### src/rtl/ddr_cmd_gen.sv
// DDR4 command generator: turns RD/WR/REF requests into ACT/PRE/PREA/RD/WR/REF
// command cycles using a per-bank open-row table and fixed tRCD/tRP/tRFC gaps.
module ddr_cmd_gen #(
  parameter int ADDRWIDTH = 17,
  parameter int BGWIDTH   = 2,
  parameter int BAWIDTH   = 2,
  parameter int COLWIDTH  = 10,
  parameter int TRCD      = 4,
  parameter int TRP       = 3,
  parameter int TRFC      = 10
) (
  input  logic                 clk,
  input  logic                 rst_n,
  input  logic                 req_valid,
  output logic                 req_ready,
  input  logic [1:0]           req_op,
  input  logic                 req_ap,
  input  logic [BGWIDTH-1:0]   req_bg,
  input  logic [BAWIDTH-1:0]   req_ba,
  input  logic [ADDRWIDTH-1:0] req_row,
  input  logic [COLWIDTH-1:0]  req_col,
  output logic                 cs_n,
  output logic                 act_n,
  output logic                 cke,
  output logic [ADDRWIDTH-1:0] A,
  output logic [BGWIDTH-1:0]   bg,
  output logic [BAWIDTH-1:0]   ba
);
  localparam int IDXW = BGWIDTH + BAWIDTH;
  localparam int NB   = 1 << IDXW;
  localparam int MAXT = (TRFC > TRCD) ? ((TRFC > TRP) ? TRFC : TRP)
                                      : ((TRCD > TRP) ? TRCD : TRP);
  localparam int CW   = $clog2(MAXT + 1);

  typedef enum logic [3:0] {
    S_IDLE, S_PRE, S_WAIT_RP, S_ACT, S_WAIT_RCD, S_CAS,
    S_WAIT_AP, S_PREA, S_WAIT_RPA, S_REF, S_WAIT_RFC
  } state_e;

  state_e                state_q, state_d;
  logic [CW-1:0]         cnt_q, cnt_d;
  logic                  ready_q, cke_q, csN_q, actN_q;
  logic                  csN_d, actN_d;
  logic [ADDRWIDTH-1:0]  addr_q, addr_d;
  logic [BGWIDTH-1:0]    bg_q, bg_d;
  logic [BAWIDTH-1:0]    ba_q, ba_d;

  logic                  reqWr_q, reqAp_q;
  logic [BGWIDTH-1:0]    reqBg_q;
  logic [BAWIDTH-1:0]    reqBa_q;
  logic [ADDRWIDTH-1:0]  reqRow_q;
  logic [COLWIDTH-1:0]   reqCol_q;

  logic [NB-1:0]         openFlag_q;
  logic [ADDRWIDTH-1:0]  rowTbl_q [NB];

  logic                  accept, curWr, curAp;
  logic [BGWIDTH-1:0]    curBg;
  logic [BAWIDTH-1:0]    curBa;
  logic [ADDRWIDTH-1:0]  curRow;
  logic [COLWIDTH-1:0]   curCol;
  logic [IDXW-1:0]       reqIdx, curIdx;

  assign accept = req_valid && ready_q;
  assign reqIdx = {req_bg, req_ba};
  assign curIdx = {reqBg_q, reqBa_q};

  // On the accept edge the capture registers are not loaded yet, so the first command reads the inputs.
  always_comb begin
    if (state_q == S_IDLE) begin
      curWr = req_op[0]; curAp = req_ap; curBg = req_bg; curBa = req_ba;
      curRow = req_row; curCol = req_col;
    end else begin
      curWr = reqWr_q; curAp = reqAp_q; curBg = reqBg_q; curBa = reqBa_q;
      curRow = reqRow_q; curCol = reqCol_q;
    end
  end

  always_comb begin
    state_d = state_q;
    cnt_d   = cnt_q;
    case (state_q)
      S_IDLE: if (accept) begin
        if (req_op[1])
          state_d = (|openFlag_q) ? S_PREA : S_REF;
        else if (openFlag_q[reqIdx] && rowTbl_q[reqIdx] == req_row)
          state_d = S_CAS;
        else if (openFlag_q[reqIdx])
          state_d = S_PRE;
        else
          state_d = S_ACT;
      end
      S_PRE:      if (TRP > 1) begin state_d = S_WAIT_RP; cnt_d = CW'(TRP - 2); end
                  else state_d = S_ACT;
      S_WAIT_RP:  if (cnt_q == '0) state_d = S_ACT; else cnt_d = cnt_q - 1'b1;
      S_ACT:      if (TRCD > 1) begin state_d = S_WAIT_RCD; cnt_d = CW'(TRCD - 2); end
                  else state_d = S_CAS;
      S_WAIT_RCD: if (cnt_q == '0) state_d = S_CAS; else cnt_d = cnt_q - 1'b1;
      S_CAS:      if (reqAp_q) begin state_d = S_WAIT_AP; cnt_d = CW'(TRP - 1); end
                  else state_d = S_IDLE;
      S_WAIT_AP:  if (cnt_q == '0) state_d = S_IDLE; else cnt_d = cnt_q - 1'b1;
      S_PREA:     if (TRP > 1) begin state_d = S_WAIT_RPA; cnt_d = CW'(TRP - 2); end
                  else state_d = S_REF;
      S_WAIT_RPA: if (cnt_q == '0) state_d = S_REF; else cnt_d = cnt_q - 1'b1;
      S_REF:      if (TRFC > 1) begin state_d = S_WAIT_RFC; cnt_d = CW'(TRFC - 2); end
                  else state_d = S_IDLE;
      S_WAIT_RFC: if (cnt_q == '0) state_d = S_IDLE; else cnt_d = cnt_q - 1'b1;
      default:    state_d = S_IDLE;
    endcase
  end

  // Pin values are decoded from the state being entered so the command lands in that state's cycle.
  always_comb begin
    csN_d  = 1'b1;
    actN_d = 1'b1;
    addr_d = '1;
    bg_d   = bg_q;
    ba_d   = ba_q;
    case (state_d)
      S_ACT: begin
        csN_d = 1'b0; actN_d = 1'b0; addr_d = curRow; bg_d = curBg; ba_d = curBa;
      end
      S_PRE: begin
        csN_d = 1'b0; addr_d = '0; addr_d[16:14] = 3'b010; bg_d = curBg; ba_d = curBa;
      end
      S_PREA: begin
        csN_d = 1'b0; addr_d = '0; addr_d[16:14] = 3'b010; addr_d[10] = 1'b1;
      end
      S_CAS: begin
        csN_d = 1'b0;
        addr_d = '0;
        addr_d[COLWIDTH-1:0] = curCol;
        addr_d[10] = curAp;
        addr_d[12] = 1'b1;
        addr_d[16:14] = curWr ? 3'b100 : 3'b101;
        bg_d = curBg; ba_d = curBa;
      end
      S_REF: begin
        csN_d = 1'b0; addr_d = '0; addr_d[16:14] = 3'b001;
      end
      default: ;
    endcase
  end

  always_ff @(posedge clk) begin
    if (!rst_n) begin
      state_q <= S_IDLE;
      cnt_q   <= '0;
      ready_q <= 1'b0;
      cke_q   <= 1'b0;
      csN_q   <= 1'b1;
      actN_q  <= 1'b1;
      addr_q  <= '1;
      bg_q    <= '0;
      ba_q    <= '0;
    end else begin
      state_q <= state_d;
      cnt_q   <= cnt_d;
      ready_q <= (state_d == S_IDLE);
      cke_q   <= 1'b1;
      csN_q   <= csN_d;
      actN_q  <= actN_d;
      addr_q  <= addr_d;
      bg_q    <= bg_d;
      ba_q    <= ba_d;
    end
  end

  always_ff @(posedge clk) begin
    if (accept) begin
      reqWr_q  <= req_op[0];
      reqAp_q  <= req_ap;
      reqBg_q  <= req_bg;
      reqBa_q  <= req_ba;
      reqRow_q <= req_row;
      reqCol_q <= req_col;
    end
  end

  always_ff @(posedge clk) begin
    if (!rst_n) begin
      openFlag_q <= '0;
    end else begin
      case (state_q)
        S_ACT:   openFlag_q[curIdx] <= 1'b1;
        S_PRE:   openFlag_q[curIdx] <= 1'b0;
        S_CAS:   if (reqAp_q) openFlag_q[curIdx] <= 1'b0;
        S_PREA:  openFlag_q <= '0;
        default: ;
      endcase
    end
  end

  always_ff @(posedge clk) begin
    if (state_q == S_ACT) rowTbl_q[curIdx] <= reqRow_q;
  end

  assign req_ready = ready_q;
  assign cke       = cke_q;
  assign cs_n      = csN_q;
  assign act_n     = actN_q;
  assign A         = addr_q;
  assign bg        = bg_q;
  assign ba        = ba_q;
endmodule

### config.mk
export PLATFORM = sky130hd
export DESIGN_NAME = ddr_cmd_gen
export DESIGN_NICKNAME = d
export VERILOG_FILES = /design/src/rtl/ddr_cmd_gen.sv
export SDC_FILE = /design/constraint.sdc
export NUM_CORES = 1
export LEC_CHECK = 0
export ABC_AREA = 1
export BUFFER_PORTS_ARGS = -buffer_cell sky130_fd_sc_hd__buf_2
export CORE_MARGIN = 5
export CORE_UTILIZATION = 45
export CTS_CLUSTER_DIAMETER = 50
export CTS_CLUSTER_SIZE = 14
export DETAILED_ROUTE_END_ITERATION = 12
export PLACE_DENSITY_LB_ADDON = 0.05
export SLEW_MARGIN = 10
export SYNTH_ARGS = -nofsm -noshare
export SYNTH_HDL_FRONTEND = slang
export SYNTH_SLANG_ARGS = --single-unit
### constraint.sdc
create_clock -name clk -period 4.4 [get_ports clk]
set_input_delay 0.88 -clock clk [delete_from_list [all_inputs] [get_ports clk]]
set_output_delay 0.88 -clock clk [all_outputs]
set_load 0.005 [all_outputs]
==> impl_metrics.py, run 1 <==
metrics = {
    "detailed_routing": {
        "wl_um": 41820,
        "viasPerCell": 5.258,
        "drc_errors": 0,
        "dr.pass1.iters": 7,
        "drt_iter0_markers": 997,
        "final_antenna_net_count": 0,
        "detailroute.via_count": 10880,
        "avgRoutedWirePerCell_um": 20.21,
    },
    "floorplan": {
        "die_h_um": 194.0,
        "die_area_um2": 37620,
        "io_pins": 62,
        "die_w_um": 194.0,
        "start_util": 0.4552,
        "coreArea_um2": 33450,
        "rows": 67,
    },
    "worst_setup_path": {
        "cp-start-kind": "input pin",
        "crit_arrival_ns": 3.76,
        "path_cells": "buf_4, buf_12, buf_4, nand2_1, nand2_1, nand2_1, nand3_1, nand3_1, nand2_1, nand2_1, nand2_1, nor2_1, nand2_1, nor2_1, nand2_1, nand2_1, nand2_1, nand2_1, nand2_1, and3_1, nand3_1, nand3_1",
        "crit_fanout": 39,
        "crit_start": "req_ba[0]",
        "timing.rr.end": "A[0]$_SDFF_PN1_",
        "crit_path_top_delay_cell": "and3_1",
        "critPathMaxStageDelay_ns": 0.53,
        "r2r_cells": 12,
        "worstSetupEndpoint": "A[0]$_SDFF_PN1_",
        "path_class": "in2reg",
        "r2r_slack_ns": 1.28,
        "r2r-start": "state_q[2]$_SDFF_PN0_",
        "cp.required_ns": 4.86,
        "cpMostUsedCell": "nand2_1",
        "end_kind": "register",
    },
    "flow_run": {
        "cap_violations": 0,
    },
    "place": {
        "numPortBuffers": 61,
        "placed_area_um2": 16200,
        "place.gp.congestion": 0.8157,
        "dp.cells": 2000,
        "hpwl_um": 23660,
    },
    "yosys": {
        "synth_seq_cells": 354,
        "ys_types": 30,
        "avgSynthCellArea_um2": 9.965,
        "synth_warnings": 0,
        "syn_nets": 1567,
        "synth_cells": 1528,
        "synth_seq_area_share": 0.6659,
        "synth_area_um2": 15230,
    },
    "clocking": {
        "cts_setup_buffers": 0,
        "cts_tree": "built",
        "cts_hold_buffers": 0,
        "clock-sinks": 354,
        "h-tree-depth": 2,
        "clockBufferDepth": 3,
        "post_cts_resize_count": 0,
        "clk_latency_ns": 0.53,
        "clk_pin_slew_ns": 0.06,
        "root_buffer": "clkbuf_16",
        "numCtsBuffers": 40,
    },
    "global_route": {
        "grt_max_degree": 77,
        "grt_first_pass_wirelength_um": 62820,
        "grtUsageTotal": 0.2177,
        "antenna_found_initial": 0,
        "grt_pass1_vias": 10130,
        "overflow": 0,
    },
    "final_layout": {
        "fin_nets": 1633,
        "postLayoutCoreUtil": 0.5224,
        "drive_gt1_frac": 0.1104,
        "antenna_cells": 0,
        "syn_to_final_growth_pct": 14.76,
        "instances_no_fill": 2069,
        "fin_area_um2": 17470,
    },
    "power": {
        "ir_worst_vdd_mv": 0.3480,
        "p_leak_nw": 6.737,
        "power.density_nw_per_um2": 517.2,
    },
    "timing": {
        "max_slew_margin": 0.3116,
        "worst_pin_slew_ns": 1.029,
        "fmax_ghz": 0.3032,
        "worst_clock_skew_ns": 0.01317,
        "whs_ns": 0.4751,
        "period_needed_ns": 3.299,
        "setup_violations": 0,
        "hold_violations": 0,
        "post-route-period-util": 0.7497,
        "rsz0062_at_grt": "no",
        "setup-tns-final_ns": 0,
        "slew_viol_final": 0,
    },
    "worst_hold_path": {
        "holdCritPathClass": "reg2reg",
    },
    "outcome": {
        "outcome": "finished, final reports clean",
    },
}
[how the worst min path moves through the flow]
stage | startpoint | to | slack, ns | depth (start not counted)
finish | cnt_q[3]$_SDFFE_PN0P_ | cnt_q[3]$_SDFFE_PN0P_ | 0.48 | 2
global route | cnt_q[3]$_SDFFE_PN0P_ | cnt_q[3]$_SDFFE_PN0P_ | 0.50 | 2
CTS | cnt_q[3]$_SDFFE_PN0P_ | cnt_q[3]$_SDFFE_PN0P_ | 0.48 | 2
detailed placement | cnt_q[3]$_SDFFE_PN0P_ | cnt_q[3]$_SDFFE_PN0P_ | 0.47 | 2
global placement | cnt_q[3]$_SDFFE_PN0P_ | cnt_q[3]$_SDFFE_PN0P_ | 0.46 | 2
floorplan | cnt_q[3]$_SDFFE_PN0P_ | cnt_q[3]$_SDFFE_PN0P_ | 0.45 | 2
[synthesized netlist by cell type]
library cell	instances	area [um^2]
mux2i_1	1	10.01
clkbuf_1	29	108.9
edfxtp_1	305	9159
o21ai_0	107	535.5
xor2_1	1	8.760
nand2_1	380	1426
nand4_1	5	31.28
o22ai_1	1	6.260
o21ai_1	7	35.03
nand3b_1	2	15.01
and3_1	1	6.260
nor4_1	1	6.260
a211oi_1	2	15.01
buf_2	31	155.2
buf_6	3	33.78
o211ai_1	26	195.2
a21oi_1	31	155.2
buf_1	4	15.01
clkinv_1	4	15.01
nand3_1	182	910.9
buf_4	7	52.55
a22o_1	1	8.760
a31oi_1	2	12.51
nor2_1	206	773.2
inv_2	3	11.26
nor3_1	6	30.03
ha_1	2	25.02
nand2_2	2	12.51
inv_1	127	476.7
dfxtp_1	49	980.9
[metrics by stage]
step	power, mW	setup slack, ns
2_1_floorplan	5.186	1.566
3_3_place_gp	5.874	0.6017
3_5_place_dp	5.868	0.5556
4_1_cts	9.140	1.091
5_1_grt	9.507	0.7076
6_report	9.038	1.101
[report_power, final]
part	switching [mW]	total [mW]	internal, mW
Combinational	1.28	1.78	0.499
Sequential	0.132	4.01	3.88
Clock	1.31	3.25	1.94
Total	2.72	9.04	6.32
[metal layers]
| layer | wire (um) | vias up | track usage |
|---|---|---|---|
| li1 | - | 5278 | - |
| met1 | 19180 | 5191 | 0.3209 |
| met2 | 18840 | 353 | 0.3385 |
| met3 | 2920 | 56 | 0.03805 |
| met4 | 886 | 0 | 0.05521 |
| met5 | 0 | - | 0 |
[cells by family (layout without fill, tap and decap cells)]
group / count (synthesis) / after routing / synth area share
muxes: 1 / 1 / 0.0006574
adders and majority gates: 2 / 2 / 0.001643
DFF: 354 / 354 / 0.6659
and+or+nand+nor: 785 / 785 / 0.2109
AOI/OAI and AO/OA: 177 / 177 / 0.06327
xor gates and xnor gates: 1 / 1 / 0.0005753
buffers and inverters: 208 / 301 / 0.05702
[layout by cell type (no fill, tap or decap)]
cell / Yosys / layout
buf_4: 7 / 28
nor2_1: 206 / 189
nor3_1: 6 / 6
dfxtp_1: 49 / 49
clkinv_2: 0 / 9
xor2_1: 1 / 1
nand2_2: 2 / 2
nand3_1: 182 / 182
edfxtp_1: 305 / 305
nand2_1: 380 / 380
clkinv_1: 4 / 11
nand4_1: 5 / 5
inv_4: 0 / 1
clkinv_4: 0 / 2
inv_8: 0 / 1
a22o_1: 1 / 1
a211oi_1: 2 / 2
o21ai_1: 7 / 7
a21oi_1: 31 / 31
o22ai_1: 1 / 1
nor2_2: 0 / 13
clkbuf_16: 0 / 41
inv_1: 127 / 126
inv_2: 3 / 1
o211ai_1: 26 / 26
o21ai_0: 107 / 107
and3_1: 1 / 1
nand3b_1: 2 / 2
buf_12: 0 / 10
ha_1: 2 / 2
clkinvlp_4: 0 / 3
buf_2: 31 / 60
nor4_1: 1 / 1
nor2_4: 0 / 4
clkbuf_1: 29 / 4
bufinv_16: 0 / 4
a31oi_1: 2 / 2
mux2i_1: 1 / 1
[flip-flops by register name, summed over array words and instances (netlist names), 2 cells and up]
name        cells
A              17
ba              2
state_q         4
bg              2
reqCol_q       10
rowTbl_q      272
openFlag_q     16
cnt_q           4
reqBa_q         2
reqRow_q       17
reqBg_q         2
[critical path: cells and delay by family]
kind                   cells  cell delay, ns
AND/OR/NAND/NOR           19            2.12
buffers and inverters      3            0.71
[cell type report]
cell class	count	area (um^2)
clock inverters	24	235.2
flip-flops and latches	354	10140
well taps	448	560.5
fillers	2991	15970
inverters	134	505.5
clock buffers	45	1041
multi-input cells	966	4282
repair buffers	98	710.7
No activity file was read; power rests on OpenSTA's default activity.
==> run 2: changes to the inputs <==
==> constraint.sdc (replaced) <==
create_clock -name clk -period 3.1 [get_ports clk]
set_input_delay 0.62 -clock clk [delete_from_list [all_inputs] [get_ports clk]]
set_output_delay 0.62 -clock clk [all_outputs]
set_load 0.005 [all_outputs]
==> impl_metrics.py, run 2 (same netlist as run 1, synthesis figures left out) <==
metrics = {
    "timing": {
        "rsz0062_at_grt": "no",
        "post-route-period-util": 0.8712,
        "max_slew_margin": 0.5447,
        "setup_violations": 0,
        "setup-tns-final_ns": 0,
        "worst_pin_slew_ns": 0.6758,
        "slew_viol_final": 0,
        "setup_ws_ns": 0.3994,
        "fmax_ghz": 0.3703,
        "whs_ns": 0.2740,
        "worst_clock_skew_ns": 0.01529,
        "period_needed_ns": 2.701,
        "hold_violations": 0,
    },
    "floorplan": {
        "die_w_um": 194.0,
        "start_util": 0.4552,
        "coreArea_um2": 33450,
        "die_h_um": 194.0,
        "die_area_um2": 37620,
        "io_pins": 62,
        "rows": 67,
    },
    "power": {
        "p_int_mw": 9.164,
        "power_frac_comb": 0.215,
        "switching_share": 0.3044,
        "clock_power_share": 0.353,
        "p_leak_nw": 7.046,
        "total_power_mw": 13.17,
        "power.density_nw_per_um2": 730.3,
        "p_switching_mw": 4.010,
        "p_seq_frac": 0.432,
        "ir_worst_vdd_mv": 0.5071,
    },
    "place": {
        "hpwl_um": 26510,
        "dpl_worst_slack_ns": -0.2490,
        "place.gp.congestion": 0.8434,
        "numPortBuffers": 61,
    },
    "clocking": {
        "h-tree-depth": 2,
        "root_buffer": "clkbuf_16",
        "clk_pin_slew_ns": 0.06,
        "clock-sinks": 354,
        "cts_tree": "built",
        "clk_latency_ns": 0.54,
        "numCtsBuffers": 39,
        "clockBufferDepth": 3,
    },
    "global_route": {
        "grtUsageTotal": 0.2231,
        "grt_pass1_vias": 10490,
        "overflow": 0,
        "grt_first_pass_wirelength_um": 64580,
        "grt_max_degree": 40,
        "antenna_found_initial": 0,
    },
    "final_layout": {
        "fin_nets": 1684,
        "regArea_um2": 10140,
        "mostFrequentLayoutCells": "nand2_1, edfxtp_1, nor2_1, nand3_1, inv_1",
        "syn_to_final_growth_pct": 18.46,
        "largest_reg_flops": 272,
        "drive_gt1_frac": 0.1406,
        "multi_input_area_um2": 4263,
        "regMostFlops": "rowTbl_q",
        "nFillCells": 2934,
        "final_common_cell": "nand2_1",
        "postLayoutCoreUtil": 0.5393,
        "antenna_cells": 0,
    },
    "worst_setup_path": {
        "end_kind": "register",
        "cp-start-kind": "input pin",
        "crit_arrival_ns": 3.13,
        "cp.required_ns": 3.53,
        "path_class": "in2reg",
        "crit_fanout": 9,
    },
    "detailed_routing": {
        "avgRoutedWirePerCell_um": 19.97,
        "dr.pass1.iters": 5,
        "viasPerCell": 5.217,
        "drt_iter0_markers": 1054,
        "wl_um": 42340,
        "detailroute.via_count": 11060,
        "drc_errors": 0,
        "final_antenna_net_count": 0,
    },
    "outcome": {
        "outcome": "finished, final reports clean",
    },
    "worst_hold_path": {
        "holdCritPathClass": "in2reg",
    },
    "flow_run": {
        "cap_violations": 0,
    },
}
run 2: final timing paths:
kind | start | endpoint | slack (ns) | cells after the start
max | req_ba[1] | A[12]$_SDFF_PN1_ | 0.40 | 25
min | req_ap | reqAp_q$_DFFE_PP_ | 0.27 | 1
max reg2reg | state_q[2]$_SDFF_PN0_ | A[12]$_SDFF_PN1_ | 0.57 | 13
min reg2reg | cnt_q[3]$_SDFFE_PN0P_ | cnt_q[3]$_SDFFE_PN0P_ | 0.48 | 2
run 2: through the flow:
| step | instance area (um^2) | cells |
|---|---|---|
| 6_report | 18040 | 2120 |
| 3_3_place_gp | 16740 | 2051 |
| 3_5_place_dp | 16740 | 2051 |
| 4_1_cts | 18020 | 2119 |
| 2_1_floorplan | 15230 | 1528 |
| 5_1_grt | 18040 | 2120 |
run 2: timing repair:
action | CTS | global route
setup buffers | 0 | 1
setup endpoints to repair | 0 | 4
hold buffers | 0 | 0
gates resized for setup | 0 | 1
run 2: power by group through the flow:
stage / clock [mW] / combinational [mW] / sequential, mW
after floorplan: 0 / 1.61 / 5.75
after global placement: 0 / 2.79 / 5.79
after detailed placement: 0 / 2.79 / 5.80
after CTS: 4.74 / 2.80 / 5.70
after global routing: 4.97 / 3.17 / 5.73
final: 4.65 / 2.83 / 5.70
run 2: critical path: stages:
cell and delay [ns]:
buf_2 0.13, clkinv_2 0.11, buf_4 0.18, buf_4 0.17
nor2_1 0.10, o21ai_0 0.08, nand3_1 0.10, nand3_1 0.11
nand2_1 0.09, nand2_1 0.04, nand2_1 0.10, nor2_1 0.06
nand2_1 0.12, nor2_1 0.06, nand2_1 0.08, nand2_1 0.05
nand2_1 0.05, nand2_1 0.04, nand2_1 0.10, nand2_2 0.07
nand2_2 0.12, inv_2 0.07, nor3_1 0.25, buf_4 0.18
nand2_1 0.04
run 2: layout make-up:
cell class / instances / share of cell area
multi-input cells: 966 / 0.2363
well taps: 448 / 0.03108
repair buffers: 150 / 0.07145
clock inverters: 24 / 0.01582
flip-flops and latches: 354 / 0.5622
inverters: 134 / 0.02802
clock buffers: 44 / 0.05515
run 2: layer usage:
| metal | vias up | part of all wire | global-route usage |
|---|---|---|---|
| li1 | 5384 | - | - |
| met5 | - | 0 | 0 |
| met2 | 323 | 0.46 | 0.3526 |
| met1 | 5291 | 0.46 | 0.3284 |
| met4 | 0 | 0.024 | 0.05964 |
| met3 | 63 | 0.057 | 0.02971 |
==> run 3: changes to the inputs <==
--- a/config.mk
+++ b/config.mk
@@ -5,7 +5,6 @@
 export SDC_FILE = /design/constraint.sdc
 export NUM_CORES = 1
 export LEC_CHECK = 0
-export ABC_AREA = 1
 export BUFFER_PORTS_ARGS = -buffer_cell sky130_fd_sc_hd__buf_2
 export CORE_MARGIN = 5
 export CORE_UTILIZATION = 45
@@ -13,6 +12,7 @@
 export CTS_CLUSTER_SIZE = 14
 export DETAILED_ROUTE_END_ITERATION = 12
 export PLACE_DENSITY_LB_ADDON = 0.05
+export SETUP_SLACK_MARGIN = 0.2
 export SLEW_MARGIN = 10
 export SYNTH_ARGS = -nofsm -noshare
 export SYNTH_HDL_FRONTEND = slang
==> constraint.sdc (replaced) <==
create_clock -name clk -period 3.1 [get_ports clk]
set_input_delay 0.465 -clock clk [delete_from_list [all_inputs] [get_ports clk]]
set_output_delay 0.465 -clock clk [all_outputs]
set_load 0.005 [all_outputs]
==> impl_metrics.py, run 3 <==
metrics = {
    "worst_hold_path": {
        "holdCritPathClass": "in2reg",
    },
    "floorplan": {
        "die_h_um": 190.6,
        "coreArea_um2": 32370,
        "rows": 66,
        "io_pins": 62,
        "die_w_um": 190.6,
        "start_util": 0.4536,
        "die_area_um2": 36340,
    },
    "detailed_routing": {
        "viasPerCell": 5.714,
        "drc_errors": 0,
        "drt_iter0_markers": 474,
        "wl_um": 37330,
        "detailroute.via_count": 8177,
        "dr.pass1.iters": 5,
        "final_antenna_net_count": 0,
        "avgRoutedWirePerCell_um": 26.08,
    },
    "global_route": {
        "grt_max_degree": 41,
        "grtUsageTotal": 0.2055,
        "grt_pass1_vias": 8421,
        "grt_first_pass_wirelength_um": 55140,
        "overflow": 0,
        "antenna_found_initial": 0,
    },
    "place": {
        "numPortBuffers": 61,
        "hpwl_um": 24020,
        "place.gp.congestion": 0.8405,
        "placed_area_um2": 15970,
    },
    "worst_setup_path": {
        "r2r_slack_ns": 0.17,
        "crit_fanout": 32,
        "crit_arrival_ns": 3.31,
        "end_kind": "register",
        "cp-start-kind": "input pin",
        "cp.required_ns": 3.48,
        "path_class": "in2reg",
    },
    "timing": {
        "worst_pin_slew_ns": 0.6816,
        "worst_clock_skew_ns": 0.02099,
        "rsz0062_at_grt": "yes",
        "fmax_ghz": 0.3414,
        "max_slew_margin": 0.5456,
        "hold_violations": 0,
        "post-route-period-util": 0.9449,
        "slew_viol_final": 0,
        "setup_violations": 0,
        "period_needed_ns": 2.929,
    },
    "yosys": {
        "synth_seq_cells": 354,
        "synth_cells": 823,
        "synth_area_um2": 14680,
        "synth_area_leaders": "edfxtp_1, mux4_2, dfxtp_1",
        "syn_nets": 862,
        "ys_types": 66,
        "synth_top_area_frac": 0.6237,
        "synth_seq_area_share": 0.6905,
        "yosys.cell_count.top_type": "edfxtp_1",
        "synth_common_cells": "edfxtp_1, mux2i_1, mux4_2, dfxtp_1, nor2_1",
        "avgSynthCellArea_um2": 17.84,
        "synth_area_leader_cell": "edfxtp_1",
        "synth_warnings": 0,
        "synth_async_sr_flop_share": 0,
        "synth_ff_type": "edfxtp_1",
        "synth-edff-count": 305,
    },
    "power": {
        "power.density_nw_per_um2": 734.3,
        "p_leak_nw": 6.041,
        "p_seq_frac": 0.453,
        "clock_power_share": 0.356,
        "p_int_mw": 9.245,
        "switching_share": 0.2739,
        "ir_worst_vdd_mv": 0.9658,
        "power_frac_comb": 0.191,
        "total_power_mw": 12.73,
        "p_switching_mw": 3.488,
    },
    "flow_run": {
        "cap_violations": 0,
    },
    "final_layout": {
        "mostFrequentLayoutCells": "edfxtp_1, buf_4, mux2i_1, mux4_2, buf_2",
        "nFillCells": 2591,
        "syn_to_final_growth_pct": 18.09,
        "postLayoutCoreUtil": 0.5357,
        "regMostFlops": "rowTbl_q",
        "final_common_cell": "edfxtp_1",
        "antenna_cells": 0,
        "fin_area_um2": 17340,
        "largest_reg_flops": 272,
        "drive_gt1_frac": 0.3225,
        "fin_nets": 1003,
    },
    "clocking": {
        "clk_latency_ns": 0.52,
        "h-tree-depth": 2,
        "root_buffer": "clkbuf_16",
        "clockBufferDepth": 3,
        "clock-sinks": 354,
        "numCtsBuffers": 38,
        "cts_tree": "built",
        "clk_pin_slew_ns": 0.06,
    },
    "outcome": {
        "outcome": "finished, final reports clean",
    },
}
[run 3: changes by cell type in the layout (fill, tap and decap cells not counted), sizes merged, moves of 27 or more]
| cell | previous run | this run |
|---|---|---|
| mux4 | 0 | 64 |
| inv | 137 | 17 |
| o21a | 0 | 27 |
| nand2 | 382 | 18 |
| nor2 | 206 | 29 |
| nand3 | 182 | 10 |
| mux2i | 1 | 67 |
| o21ai | 114 | 15 |
[run 3: cell type report]
| class | instances | area (um^2) | share of cell area |
|---|---|---|---|
| clock buffers | 46 | 1012 | 0.05837 |
| repair buffers | 143 | 1105 | 0.06371 |
| clock inverters | 19 | 235.2 | 0.01357 |
| inverters | 17 | 66.31 | 0.003824 |
| well taps | 442 | 553.0 | 0.03189 |
| multi-input cells | 410 | 4229 | 0.2439 |
| flip-flops and latches | 354 | 10140 | 0.5847 |
[run 3: worst paths after layout]
check | startpoint | to | depth (start not counted)
worst max-delay path | req_bg[0] | act_n$_SDFF_PN1_ | 13
worst min-delay path | req_col[6] | reqCol_q[6]$_DFFE_PP_ | 1
worst max register to register | rowTbl_q[2][8]$_DFFE_PP_ | act_n$_SDFF_PN1_ | 10
worst min register to register | ba[0]$_SDFFE_PN0P_ | ba[0]$_SDFFE_PN0P_ | 2
[run 3: metrics by stage]
| stage | setup TNS (ns) | hold WS, ns | cells | setup slack [ns] |
|---|---|---|---|---|
| after floorplan | -1.052 | 0.4544 | 823 | -0.1052 |
| after global placement | -9.614 | 0.4724 | 1359 | -0.4602 |
| after detailed placement | -10.18 | 0.4793 | 1359 | -0.4872 |
| after CTS | 0 | 0.1117 | 1424 | 0.1509 |
| after global routing | 0 | 0.1085 | 1431 | 0.07811 |
| final | 0 | 0.1323 | 1431 | 0.1708 |
[run 3: cell families (layout without fill, tap and decap cells)]
kind of cell | count (synthesis) | after routing | share of synthesized area
AO/OA/AOI/OAI | 121 | 121 | 0.06536
XOR/XNOR | 24 | 24 | 0.01432
adder cells (fa/ha/maj) | 2 | 2 | 0.001704
buffers and inverters | 61 | 225 | 0.02965
flip-flops | 354 | 354 | 0.6905
multiplexers | 147 | 147 | 0.1569
AND/OR/NAND/NOR | 114 | 116 | 0.04158
[run 3: power by group through the flow]
stage / Sequential (mW) / Clock, mW / Combinational, mW
finish: 5.77 / 4.53 / 2.43
global route: 5.81 / 4.85 / 2.64
CTS: 5.77 / 4.63 / 2.37
detailed placement: 5.87 / 0 / 2.36
global placement: 5.85 / 0 / 2.32
floorplan: 5.76 / 0 / 1.59
[run 3: worst max-delay path: stages]
cell and delay [ns]:
buf_4 0.18, buf_6 0.19, buf_16 0.22, mux4_2 0.35, mux2i_1 0.16, mux2i_1 0.10
xor2_1 0.34, nor4_1 0.12, and4_4 0.23, buf_6 0.12, a211o_4 0.35, buf_6 0.13
or3_1 0.30
[run 3: timing repair]
| action | CTS | global route |
|---|---|---|
| setup endpoints to repair | 21 | 22 |
| hold endpoints to repair | 0 | 0 |
| hold buffers | 0 | 0 |
| cloned | 0 | 2 |
| pin swaps | 6 | 2 |
| resized for setup | 6 | 6 |
| setup buffers | 0 | 5 |
[run 3: metal layers]
metal  vias to the layer above  share of wire  GRT usage
met1                      4273           0.45     0.3025
met2                       256           0.48     0.3274
met4                         0          0.020    0.05166
met5                         -              0          0
met3                        56          0.051    0.02801
li1                       3592              -          -
